<file path="src/rtl/inst_fifo.sv">
// Instruction buffer between fetch and decode: two-wide in, two-wide out.
// Ports: clk, rst (sync, active-high), flush; push_valid[1:0], push_pc0/1,
// push_inst0/1, push_ready; head_valid_a/b, head_pc_a/b, head_inst_a/b;
// pop_cnt[1:0] (3 treated as 2); occupancy[CW-1:0].
module inst_fifo #(
  parameter int DEPTH = 8,
  parameter int CW    = $clog2(DEPTH) + 1
) (
  input  logic          clk,
  input  logic          rst,
  input  logic          flush,
  input  logic [1:0]    push_valid,
  input  logic [31:0]   push_pc0,
  input  logic [31:0]   push_pc1,
  input  logic [31:0]   push_inst0,
  input  logic [31:0]   push_inst1,
  output logic          push_ready,
  output logic          head_valid_a,
  output logic          head_valid_b,
  output logic [31:0]   head_pc_a,
  output logic [31:0]   head_inst_a,
  output logic [31:0]   head_pc_b,
  output logic [31:0]   head_inst_b,
  input  logic [1:0]    pop_cnt,
  output logic [CW-1:0] occupancy
);

  localparam int AW = $clog2(DEPTH);
  localparam logic [CW-1:0] LIM = CW'(DEPTH - 2);

  logic [31:0]   r_pc   [DEPTH];
  logic [31:0]   r_inst [DEPTH];
  logic [AW-1:0] r_rp;
  logic [AW-1:0] r_wp;
  logic [CW-1:0] r_cnt;

  logic [AW-1:0] w_rp1;
  logic [AW-1:0] w_wp1;
  logic          w_ready;
  logic          w_acc;
  logic [1:0]    w_push_n;
  logic [1:0]    w_pop_req;
  logic [1:0]    w_pop;
  logic          w_va;
  logic          w_vb;

  assign w_rp1 = r_rp + 1'b1;
  assign w_wp1 = r_wp + 1'b1;

  // Needs room for a full pair; a same-cycle pop is not credited.
  assign w_ready = (r_cnt <= LIM);
  assign w_acc   = w_ready & ~flush;

  always_comb begin
    w_push_n = 2'd0;
    if (w_acc) begin
      unique case (push_valid)
        2'b11:   w_push_n = 2'd2;
        2'b01,
        2'b10:   w_push_n = 2'd1;
        default: w_push_n = 2'd0;
      endcase
    end
  end

  // Clamp request to 2, then to what is actually held.
  assign w_pop_req = (pop_cnt == 2'd3) ? 2'd2 : pop_cnt;

  always_comb begin
    w_pop = w_pop_req;
    if (r_cnt == '0)
      w_pop = 2'd0;
    else if (r_cnt == CW'(1) && w_pop_req != 2'd0)
      w_pop = 2'd1;
  end

  always_ff @(posedge clk) begin
    if (rst) begin
      r_rp  <= '0;
      r_wp  <= '0;
      r_cnt <= '0;
    end else if (flush) begin
      r_rp  <= '0;
      r_wp  <= '0;
      r_cnt <= '0;
    end else begin
      r_rp  <= r_rp + AW'(w_pop);
      r_wp  <= r_wp + AW'(w_push_n);
      r_cnt <= r_cnt + CW'(w_push_n) - CW'(w_pop);
    end
  end

  // Storage carries no reset; validity comes from r_cnt alone.
  always_ff @(posedge clk) begin
    if (w_acc) begin
      if (push_valid[0]) begin
        r_pc[r_wp]   <= push_pc0;
        r_inst[r_wp] <= push_inst0;
        if (push_valid[1]) begin
          r_pc[w_wp1]   <= push_pc1;
          r_inst[w_wp1] <= push_inst1;
        end
      end else if (push_valid[1]) begin
        r_pc[r_wp]   <= push_pc1;
        r_inst[r_wp] <= push_inst1;
      end
    end
  end

  assign w_va = (r_cnt >= CW'(1));
  assign w_vb = (r_cnt >= CW'(2));

  assign push_ready   = w_ready;
  assign head_valid_a = w_va;
  assign head_valid_b = w_vb;
  assign head_pc_a    = w_va ? r_pc[r_rp]    : '0;
  assign head_inst_a  = w_va ? r_inst[r_rp]  : '0;
  assign head_pc_b    = w_vb ? r_pc[w_rp1]   : '0;
  assign head_inst_b  = w_vb ? r_inst[w_rp1] : '0;
  assign occupancy    = r_cnt;

endmodule

</file>
<file path="config.mk">
export PLATFORM = sky130hd
export DESIGN_NAME = inst_fifo
export DESIGN_NICKNAME = d
export VERILOG_FILES = /design/src/rtl/inst_fifo.sv
export SDC_FILE = /design/constraint.sdc
export NUM_CORES = 1
export LEC_CHECK = 0
export ABC_AREA = 0
export BUFFER_PORTS_ARGS = -buffer_cell sky130_fd_sc_hd__buf_4
export CAP_MARGIN = 20
export CORE_ASPECT_RATIO = 0.9
export CORE_MARGIN = 5
export CORE_UTILIZATION = 30
export DETAILED_ROUTE_END_ITERATION = 6
export PLACE_DENSITY = 0.47
export SLEW_MARGIN = 20
export SYNTH_ARGS = -nofsm -noshare
export SYNTH_HDL_FRONTEND = slang
export SYNTH_SLANG_ARGS = --single-unit
</file>
<file path="constraint.sdc">
create_clock -name clk -period 10.4 [get_ports clk]
set_clock_uncertainty 0.05 [all_clocks]
set_input_delay 0.52 -clock clk [delete_from_list [all_inputs] [get_ports clk]]
set_output_delay 0.52 -clock clk [all_outputs]
set_load 0.02 [all_outputs]
</file>
==> metrics.txt, run 1 <==
global-route wire length before repair=181.9 mm; P&R area growth vs syn=17.37%; initial core utilization=30.21%; Leak=10.69 nW; port bufs=about 270; Max clock buf depth=3; post-synthesis register bit count=522; CP delay by family, top=compound AO/OA/AOI/OAI gates; CP max FO=44; fin nets=2269; critical path arrival=4.26 ns; number of distinct library cells after synthesis=50; layout cell share with drive strength beyond 1=~33%; Post-synth EDFFs=512; 1st-iter DRT viols=around 2700; top cell type by total area after synthesis=edfxtp_1; cell mode on critical path=buf_4; R2R cell count=5; Clock transition at path regs=0.05 ns; Post-route DRC=0; ys async rst share=0%; Seq/Total Area, Yosys=between 50% and 60%; all-layer global routing usage=23.43%; outcome=finished clean; worst r2r src=r_wp[0]$_SDFF_PP0_; cts repair resizes=0; worst hold path class=input pin to flop; Main synth FF type=edfxtp_1; Setup Buffers After CTS=0; CTS tree=done; worst path bufs/invs=2; minimum clock period after layout=between 4 and 5 ns; Syn Nets=roughly 2200; Num CTS Buffers=66; startpoint types=flop; initial antenna violation count=8; DR vias=approximately 24000; Final period util=approximately 46%; Pins Over Slew Limit=0; FP Rows=110; Post-Syn Instances=2019; CP cell instances=o21ai_0 > a21boi_4 > buf_4 > a22o_1 > buf_4; Post-Layout Inst Area=roughly 0.035 mm2; Max Cap Viol=0; setup TNS=0 ns; CP Data Required Time=9.83 ns; CP startpoint=occupancy[1]$_SDFF_PP0_; area of the die=0.1072 mm2; fmax=207.0 MHz; Root Buffer=clkbuf_16; Final Util=35.46%; max-slew headroom at the worst pin=18.92%; share of the synthesized area in the top cell type=50.86%; critical path depth in cells=5; Final ANT Viol Nets=0; count of final hold-check violations=0; CTS Hold Buffers Added=0; crit path to=head_pc_a[30]; top cells by area, synth=edfxtp_1 (51%), mux4_2 (19%), o221ai_1 (15%); CP max stage delay=1.00 ns; Worst R2R End=r_inst[5][29]$_DFFE_PP_; RSZ-0062 raised after global routing=false; largest net degree at the start of global routing=125; Clock Latency Late Sink=0.59 ns; H-tree Lvls=3; YS warnings=0; Worst path slowest cell=a21boi_4; Peak VDD IR=0.0001796 V; routability cong.=around 0.77; critical path capture point type=output pin; GR Overflow Total=0; # setup viols final=0; critical setup path kind=flop to output pin; I/O pins=270; pwr/cell area=257.1 mW/mm2; Routed WL=130.1 mm; vias in the first global route=24410; Worst Hold Launch=rst; die extent in x=344.6 um; Mapped Area=0.03023 mm2; vias per inst=6.801; mean post-synth cell area=14.97 um2; Worst R2R Setup Slack=6.08 ns; height of the die=311.1 um; slew at the pin closest to its max-slew limit=around 1.2 ns; core area=0.1001 mm2; # clock sinks=approximately 520; drt first pass iters=6; post-place instance area=0.03332 mm2; dpl hpwl=71.17 mm; wire length per cell=37.02 um
-- worst register-to-register path, stage by stage (launching register included) --
cell	delay, ns
dfxtp_1	0.63
ha_1	0.39
or3b_2	0.54
nor2_4	0.81
o21a_4	0.67
buf_4	0.79
-- cell type report --
type	count	area (um2)
clock buffer	81	1750
timing repair buffer	320	2427
fill	9587	64580
tap	1344	1682
antenna	3	7.507
inverter	11	41.29
clock inverter	38	400.4
multi-input combinational	1196	13590
sequential	522	15580
-- cell usage after synthesis, types with 13 or more instances --
| master | count |
|---|---|
| mux4_2 | 256 |
| clkbuf_1 | 71 |
| ha_1 | 13 |
| buf_2 | 139 |
| buf_1 | 73 |
| nand3_1 | 65 |
| nor2_1 | 16 |
| o21ai_1 | 64 |
| a22o_1 | 128 |
| edfxtp_1 | 512 |
| o221ai_1 | 512 |
| nand2b_1 | 66 |
-- metrics by stage --
step | hold WS [ns] | setup WS (ns) | std cells | power (mW)
3_5_place_dp | 0.5879 | 6.135 | 3393 | 6.842
2_1_floorplan | 0.4852 | 5.025 | 2019 | 5.158
6_report | 0.1746 | 5.569 | 3515 | 9.122
3_3_place_gp | 0.5937 | 6.202 | 3393 | 6.828
4_1_cts | 0.1475 | 5.625 | 3512 | 9.166
5_1_grt | 0.1798 | 5.447 | 3512 | 9.455
-- worst min-delay path by stage --
stage	end	slack, ns	cells past startpoint
3_3_place_gp	r_rp[2]$_SDFF_PP0_	0.59	2
6_report	occupancy[3]$_SDFF_PP0_	0.17	3
3_5_place_dp	r_rp[2]$_SDFF_PP0_	0.59	2
2_1_floorplan	r_rp[2]$_SDFF_PP0_	0.49	2
5_1_grt	occupancy[3]$_SDFF_PP0_	0.18	3
4_1_cts	occupancy[3]$_SDFF_PP0_	0.15	3
-- where the power goes --
part	switching (mW)	internal [mW]	leakage, nW	total, mW
clock	0.949	1.38	1.04	2.32
combinational	2.54	1.66	4.96	4.20
sequential	0.0867	2.51	4.70	2.59
-- cells by family (layout without fill, tap and decap cells) --
kind of cell             count (synthesis)  in the layout  share of synthesized area [%]
adder cells (fa/ha/maj)                 17             17                         0.8030
XOR/XNOR                                 6              6                         0.2981
multiplexers                           258            258                          19.14
AO/OA/AOI/OAI                          734            734                          20.46
other                                    0              3                              0
flip-flops                             522            522                          51.53
buffers and inverters                  301            450                          4.400
AND/OR/NAND/NOR                        181            181                          3.378
-- sequential cells by signal, summed over array words and instances, names as in the netlist --
signal / flops
occupancy: 4
r_inst: 256
r_pc: 256
r_rp: 3
r_wp: 3
-- layer usage --
layer	vias to the layer above	global-route usage (%)	wire [um]	share of wire (%)
met1	12470	30.84	50370	39
met2	1725	37.02	60340	46
li1	9346	-	-	-
met5	-	0	46	0.035
met4	6	9.292	5722	4.4
met3	362	6.074	13650	10
-- cells in the final DEF (no fill, tap or decap), types with 12 or more instances in the layout --
cell type and count:
a22o_1 128, o21ai_1 64, buf_4 318, nand3_1 65, clkbuf_1 13, o221ai_1 512
mux4_2 256, edfxtp_1 512, nand2b_1 66, clkbuf_16 68, clkinv_1 14, a21oi_4 12
(Power assumes the default switching activity.)
==> inputs of run 2 (changes only) <==
--- a/config.mk
+++ b/config.mk
@@ -12,7 +12,7 @@
 export CORE_MARGIN = 5
 export CORE_UTILIZATION = 30
 export DETAILED_ROUTE_END_ITERATION = 6
-export PLACE_DENSITY = 0.47
+export PLACE_DENSITY = 0.49
 export SLEW_MARGIN = 20
 export SYNTH_ARGS = -nofsm -noshare
 export SYNTH_HDL_FRONTEND = slang
==> constraint.sdc (replaced) <==
create_clock -name clk -period 4.4 [get_ports clk]
set_clock_uncertainty 0.05 [all_clocks]
set_input_delay 0.22 -clock clk [delete_from_list [all_inputs] [get_ports clk]]
set_output_delay 0.22 -clock clk [all_outputs]
set_load 0.02 [all_outputs]
==> run 2 against run 1 <==
Against the previous run: design area increased by 0.49%; die area unchanged; register-to-register slack got worse by 5.1 ns; via count increased by 0.31%; setup slack got worse by 5.1 ns; global-route usage decreased by 0.49 points; non-clock buffer count increased by 16; sequential share of layout area decreased by 0.21 points; sequential power increased by 130%; cell count increased by 0.23%; first-iteration DRC count increased by 13%.
==> metrics.txt, run 2 (synthesized netlist as in run 1, its figures left out) <==
outcome=finished clean; fmax=roughly 260 MHz; DP Worst Slack=1.062 ns (-5.074 ns); Clock Latency Late Sink=0.63 ns (+0.04 ns); CP max FO=31 (-30%); Worst R2R End=r_inst[4][10]$_DFFE_PP_; Final Util=35.63% (+0.17 points); routability cong.=0.7923 (+3.2%); worst path bufs/invs=3 (+1); CP delay by family, top=compound AO/OA/AOI/OAI gates; # setup viols final=0 (unchanged); I/O pins=270 (unchanged); layout cell share with drive strength beyond 1=32.83% (+0.12 points); slew at the pin closest to its max-slew limit=1.165 ns (-0.04820 ns); all-layer global routing usage=22.94% (-0.49 points); dpl hpwl=69.79 mm (-1.9%); Final WS setup=0.5089 ns (-5.060 ns); R2R cell count=6 (+1); Clock transition at path regs=0.06 ns (about the same); fin nets=2279 (+0.44%); hold slack=0.04137 ns (-0.1332 ns); Peak VDD IR=0.0008464 V (+370%); max-slew headroom at the worst pin=22.15% (+3.2 points); most frequent cells in the layout=o221ai_1 (512), edfxtp_1 (512), buf_4 (311); startpoint types=flop; crit path to=head_pc_b[29]; Worst Hold Launch=flush; RSZ-0062 raised after global routing=false; FP Rows=110 (unchanged); Max Cap Viol=0 (unchanged); 1st-iter DRT viols=3028 (+13%); vias in the first global route=24280 (-0.55%); Worst path slowest cell=a21oi_4; DR vias=23980 (+0.31%); Final period util=88.43%; Routed WL=127.8 mm (-1.8%); CP max stage delay=0.67 ns (-0.33 ns); Max clock buf depth=3 (unchanged); Final ANT Viol Nets=0 (unchanged); CTS Hold Buffers Added=2 (+2); H-tree Lvls=2 (-1); # clock sinks=522 (unchanged); worst hold stages=3 (unchanged); critical path capture point type=output pin; wire length per cell=36.26 um (-2.0%); Leak=10.74 nW (+0.44%); placed cells=3407 (+0.41%); drt first pass iters=6 (unchanged); pwr/cell area=596.6 mW/mm2 (+130%); Root Buffer=clkbuf_16; CP Data Required Time=4.13 ns (-5.70 ns); vias per inst=6.806 (about the same); initial core utilization=30.21% (unchanged); minimum clock period after layout=3.891 ns; Num CTS Buffers=60 (-9.1%); critical path arrival=3.62 ns (-0.64 ns); Worst R2R Setup Slack=1.01 ns (-5.07 ns); largest net degree at the start of global routing=93 (-26%); initial antenna violation count=10 (+2); Setup Buffers After CTS=0 (unchanged); CTS tree=done; die extent in x=344.6 um (unchanged); area of the die=0.1072 mm2 (unchanged); CP startpoint=occupancy[3]$_SDFF_PP0_; Tot Pwr=21.27 mW (+130%); cts repair resizes=0 (unchanged); GR Overflow Total=0 (unchanged); global-route wire length before repair=178.9 mm (-1.7%); CP cell instances=inv_1 > ha_1 > a21boi_0 > a21oi_4 > buf_4 > a22o_1 > buf_4; cell mode on critical path=buf_4; core area=0.1001 mm2 (unchanged); Post-route DRC=0 (unchanged); port bufs=269 (unchanged); critical setup path kind=flop to output pin; height of the die=311.1 um (unchanged); P&R area growth vs syn=17.94%; worst r2r src=r_wp[0]$_SDFF_PP0_; Pins Over Slew Limit=0 (unchanged); post-route insts no fill=3523 (+0.23%); count of final hold-check violations=0 (unchanged); worst hold path class=input pin to flop; critical path depth in cells=7 (+2)
==> run 2: changes by cell type in the layout (fill, tap and decap cells not counted), sizes merged <==
cell and delta:
clkbuf -4, diode +1, dlygate4sd3 +2, clkinvlp -1
inv -1, clkinv -2, bufinv -1, buf +14
==> run 2: how the worst min path moves through the flow <==
stage,slack (ns),end
3_3_place_gp,0.47,occupancy[3]$_SDFF_PP0_
3_5_place_dp,0.47,occupancy[3]$_SDFF_PP0_
5_1_grt,0.04,occupancy[3]$_SDFF_PP0_
2_1_floorplan,0.35,occupancy[3]$_SDFF_PP0_
6_report,0.04,r_rp[1]$_SDFF_PP0_
4_1_cts,0.007,occupancy[3]$_SDFF_PP0_
==> run 2: through the flow <==
stage	instance area [um2]	setup TNS [ns]
2_1_floorplan	30230	-124.84
3_3_place_gp	33690	0
3_5_place_dp	33690	0
4_1_cts	35640	0
5_1_grt	35650	0
6_report	35650	0
==> run 2: per-layer routing <==
metal	up-vias	global-route usage [%]	part of all wire (%)	routed length [um]
li1	9367	-	-	-
met1	12600	31.09	39	50030
met2	1674	36.10	46	59310
met3	329	5.433	10	13330
met4	6	8.041	4.0	5051
met5	-	0	0.023	30
==> run 2: final cells by class <==
| cell class | count | area [um2] |
|---|---|---|
| diodes | 4 | 10.01 |
| fillers | 9573 | 64410 |
| multi-input cells | 1196 | 13590 |
| repair buffers | 336 | 2815 |
| flip-flops and latches | 522 | 15580 |
| inverters | 11 | 41.29 |
| clock buffers | 77 | 1587 |
| clock inverters | 33 | 346.6 |
| well taps | 1344 | 1682 |
==> run 2: tightest hold or removal path, cell delays in order <==
cell	delay (ns)
buf_4	0.16
or2_2	0.25
nor2_1	0.06
==> run 2: where the power goes <==
part	total (mW)	internal [mW]	switching, mW
Combinational	10.2	4.08	6.11
Sequential	6.06	5.92	0.136
Clock	5.02	2.89	2.13
Total	21.3	12.9	8.38
